--- src/rtl/lut_neuron_pkg.sv ---
// Shared constants and types for the runtime-programmable LUT neuron.
package lut_neuron_pkg;

  localparam int unsigned DEF_IN_BITS  = 6;
  localparam int unsigned DEF_OUT_BITS = 2;

  typedef logic [DEF_OUT_BITS-1:0] entry_t;

  function automatic int unsigned table_depth(int unsigned in_bits);
    return 32'd1 << in_bits;
  endfunction

endpackage

--- src/rtl/lut_neuron_table.sv ---
// Truth-table storage: synchronous write, asynchronous read, async clear.
module lut_neuron_table
  import lut_neuron_pkg::*;
#(
  parameter int unsigned IN_BITS  = DEF_IN_BITS,
  parameter int unsigned OUT_BITS = DEF_OUT_BITS
) (
  input  logic                clk,
  input  logic                rst,
  input  logic                we,
  input  logic [IN_BITS-1:0]  waddr,
  input  logic [OUT_BITS-1:0] wdata,
  input  logic [IN_BITS-1:0]  raddr,
  output logic [OUT_BITS-1:0] rdata
);

  localparam int unsigned DEPTH = table_depth(IN_BITS);

  logic [OUT_BITS-1:0] mem [DEPTH];

  always_ff @(posedge clk or posedge rst) begin
    if (rst) begin
      mem <= '{default: '0};
    end else if (we) begin
      mem[waddr] <= wdata;
    end
  end

  // Combinational read lets a same-edge transfer capture the pre-write value.
  assign rdata = mem[raddr];

endmodule

--- src/rtl/lut_neuron_pipe.sv ---
// Two-stage valid/ready pipeline around a runtime-writable neuron truth table.
module lut_neuron_pipe
  import lut_neuron_pkg::*;
#(
  parameter int unsigned IN_BITS  = DEF_IN_BITS,
  parameter int unsigned OUT_BITS = DEF_OUT_BITS
) (
  input  logic                clk,
  input  logic                rst,
  input  logic                in_valid,
  output logic                in_ready,
  input  logic [IN_BITS-1:0]  in_data,
  output logic                out_valid,
  input  logic                out_ready,
  output logic [OUT_BITS-1:0] out_data,
  input  logic                cfg_we,
  input  logic [IN_BITS-1:0]  cfg_addr,
  input  logic [OUT_BITS-1:0] cfg_data,
  output logic                busy
);

  logic                s1_valid;
  logic [IN_BITS-1:0]  s1_addr;
  logic                s1_adv;
  logic [OUT_BITS-1:0] rdata;

  lut_neuron_table #(
    .IN_BITS (IN_BITS),
    .OUT_BITS(OUT_BITS)
  ) u_table (
    .clk  (clk),
    .rst  (rst),
    .we   (cfg_we),
    .waddr(cfg_addr),
    .wdata(cfg_data),
    .raddr(s1_addr),
    .rdata(rdata)
  );

  assign s1_adv   = !out_valid || out_ready;
  assign in_ready = !s1_valid || s1_adv;
  assign busy     = s1_valid || out_valid;

  always_ff @(posedge clk or posedge rst) begin
    if (rst) begin
      s1_valid  <= 1'b0;
      s1_addr   <= '0;
      out_valid <= 1'b0;
      out_data  <= '0;
    end else begin
      if (in_ready) begin
        s1_valid <= in_valid;
        if (in_valid) s1_addr <= in_data;
      end
      if (s1_adv) begin
        out_valid <= s1_valid;
        if (s1_valid) out_data <= rdata;
      end
    end
  end

endmodule
--- config.mk ---
export PLATFORM = sky130hd
export DESIGN_NAME = lut_neuron_pipe
export DESIGN_NICKNAME = d
export VERILOG_FILES = /design/src/rtl/lut_neuron_pkg.sv /design/src/rtl/lut_neuron_table.sv /design/src/rtl/lut_neuron_pipe.sv
export SDC_FILE = /design/constraint.sdc
export NUM_CORES = 1
export LEC_CHECK = 0
export CORE_MARGIN = 4
export CORE_UTILIZATION = 65
export DETAILED_ROUTE_END_ITERATION = 10
export PLACE_DENSITY = 0.83
export SLEW_MARGIN = 10
export SYNTH_ARGS = -nofsm -noshare
export SYNTH_HDL_FRONTEND = slang
export SYNTH_SLANG_ARGS = --single-unit
--- constraint.sdc ---
create_clock -name clk -period 9.3 [get_ports clk]
set_input_delay 1.86 -clock clk [delete_from_list [all_inputs] [get_ports clk]]
set_output_delay 1.86 -clock clk [all_outputs]
set_load 0.01 [all_outputs]
==> impl_metrics.ini <==
[global_routing]
grt_pass1_wl_um = 23200
gr-total-overflow = 0
grt_max_degree = 71
grt_util_all_layers_pct = 26.4
antenna_found_initial = 0
grt_pass1_vias = 4562

[setup_path]
required_ns = 7.44
crit_top_cell = clkdlybuf4s50_1
cp_max_fo = 3
path_cells = clkdlybuf4s50_1 -> nand3b_1 -> clkdlybuf4s50_1
path_delay_family = buffers and inverters
worstSetupStartpointType = input pin
crit_buf_inv = 2
max_stage_delay_ns = 0.56
critPathKind = input pin to output pin
arrival_ns = 3.06
cp_slowest_cell = clkdlybuf4s50_1
worstSetupEndpointType = output pin

[logic_synthesis]
syn_inst = 485
yosys_warnings = 0
ys_ff_latch = 138
synth_edf_count = 0
ys_types = 31
synth_seq_area_share_pct = 51.9
synthTopCellsByArea = dfrtp_1 (52%), mux2_2 (24%), mux4_2 (5.8%), mux4_1 (5.1%), nand2_1 (2.8%)
yosys.area.top_type = dfrtp_1
syn_nets = 504
netlist_area_um2 = 6650
synth_ff_type = dfrtp_1
async_flop_share_pct = 100
synth_area_per_cell_um2 = 13.7
yosysTopAreaCellShare_pct = 51.9

[power_and_ir_drop]
irDropWorstVdd_mv = 0.173
p_per_area_nw_per_um2 = 223
power.switching_mw = 0.394
p_int_mw = 1.30
leakagePower_nw = 3.46
pwr-share-seq_pct = 43.2
p_sw_share_pct = 23.3
total_power_mw = 1.69
clkPwrFrac_pct = 41.9
combPwrFrac_pct = 14.9

[worst_hold_path]
hp-class = flop to flop

[routing]
first_pass_iters = 5
wl_per_cell_um = 21.4
vias = 4122
vias_per_cell = 6.33
drt_iter0_drc = 254
wl_um = 13900
ant_nets = 0
drc = 0

[sta]
hold_viol = 0
setup_violations = 0
period_share_pct = 52.9
tns_ns = 0
fmax_mhz = 203
worstMarginPinSlew_ns = 1.13
fin_crit_ns = 4.92
max_slew_margin_pct = 24.8
rsz0062_at_grt = no
slew_violations = 0
finClkSkew_ns = 0.00568

[finish]
syn_to_final_growth_pct = 14.1
antenna_cells = 0
fillCellCount = 577
drive_above_1_share_pct = 39.4
seqCellArea_um2 = 3450
multi_input_area_um2 = 3060
final_cell_mix = mux2_2 (142), dfrtp_1 (137), nand2_1 (50)
design_area_um2 = 7590
final_common_cell = mux2_2
layout.nets = 524

[clock_network]
cts_resized = 0
cts_setup_buffers = 0
cts_hold_buf = 0
cts-root-buf = clkbuf_8
numCtsBuffers = 17
cts_num_sinks = 138
clk_pin_slew_ns = 0.05
clockBufferDepth = 2
worstSkewPairLatency_ns = 0.53
htreeDepth = 4
tritoncts = built

[placement]
place_area_um2 = 6960
dpl.hpwl_um = 8670
gp_congestion = 0.763
port_buffers = 23

[floorplan]
die_area_um2 = 11900
die_x_um = 109
core-area_um2 = 9860
ios = 24
start_util_pct = 67.4
die_y_um = 109
rows = 36

[run]
cap_violations = 0

[outcome]
status = completed
## path summary, 6_finish.rpt
| kind | startpoint | end | slack, ns | cells past startpoint |
|---|---|---|---|---|
| max | out_ready | in_ready | 4.38 | 3 |
| min | u_table.mem[47] | u_table.mem[47] | 0.50 | 1 |
| max reg2reg | s1_addr[2] | out_data[1] | 6.63 | 6 |
| min reg2reg | u_table.mem[47] | u_table.mem[47] | 0.50 | 1 |
| max in group asynchronous | rst | s1_addr[2] | 6.03 | 3 |
| min in group asynchronous | rst | u_table.mem[110] | 1.85 | 2 |
## power groups by stage
stage / registers [mW] / clock network (mW) / logic [mW]
after detailed placement: 0.737 / 0 / 0.253
final: 0.730 / 0.708 / 0.252
after floorplan: 0.718 / 0 / 0.200
after global routing: 0.737 / 0.743 / 0.275
after global placement: 0.731 / 0 / 0.243
after CTS: 0.729 / 0.716 / 0.255
## registers in the layout, summed over array words and instances, names as in the netlist
name / flops
out_data: 2
s1_addr: 6
u_table.mem: 128
s1_valid: 1
out_valid: 1
## worst register-to-register path, stage by stage (launching register included)
cell     delay, ns
dfrtp_2       0.33
buf_4         0.50
mux4_1        0.72
mux4_2        0.50
mux2_2        0.30
o22ai_1       0.14
a21oi_1       0.06
## Yosys cell counts (4+ instances only)
library cell  instances
a211oi_1              4
a22o_1                4
clkbuf_1             23
dfrtp_1             138
mux2_2              142
mux4_1               13
mux4_2               17
nand2_1              50
nand2b_1              9
nor2_1               24
nor2b_1              12
nor3_1                7
o21ai_0               4
o22ai_1               4
or2_2                 5
## metal layers
layer / share of wire [%] / up-vias / track usage [%]
met3: 5.1 / 37 / 5.27
met5: 0 / - / 0
met4: 2.7 / 0 / 14.2
li1: - / 1826 / -
met1: 41 / 2149 / 33.1
met2: 51 / 110 / 43.3
## stage by stage
step           hold WS (ns)  instances  setup slack, ns  utilization [%]
2_1_floorplan         0.464        485             3.74                -
3_3_place_gp          0.479        619             4.43             70.6
3_5_place_dp          0.486        619             4.39             70.6
4_1_cts               0.501        651             4.37             76.9
5_1_grt               0.506        651             4.33             76.9
6_report              0.498        651             4.38             76.9
## layout make-up
class                   count  share of cell area (%)
flip-flops and latches    138                    45.5
multi-input cells         316                    40.3
clock buffers              25                    6.51
repair buffers             30                    3.59
well taps                 133                    2.19
clock inverters             7                    1.78
inverters                   2                   0.132
## cell families after synthesis
group,Yosys count,synth area share (%)
and+or+nand+nor,122,8.73
muxes,172,34.9
buffers and inverters,31,2.11
DFF,138,51.9
AOI/OAI and AO/OA,22,2.30
(Power assumes the default switching activity.)
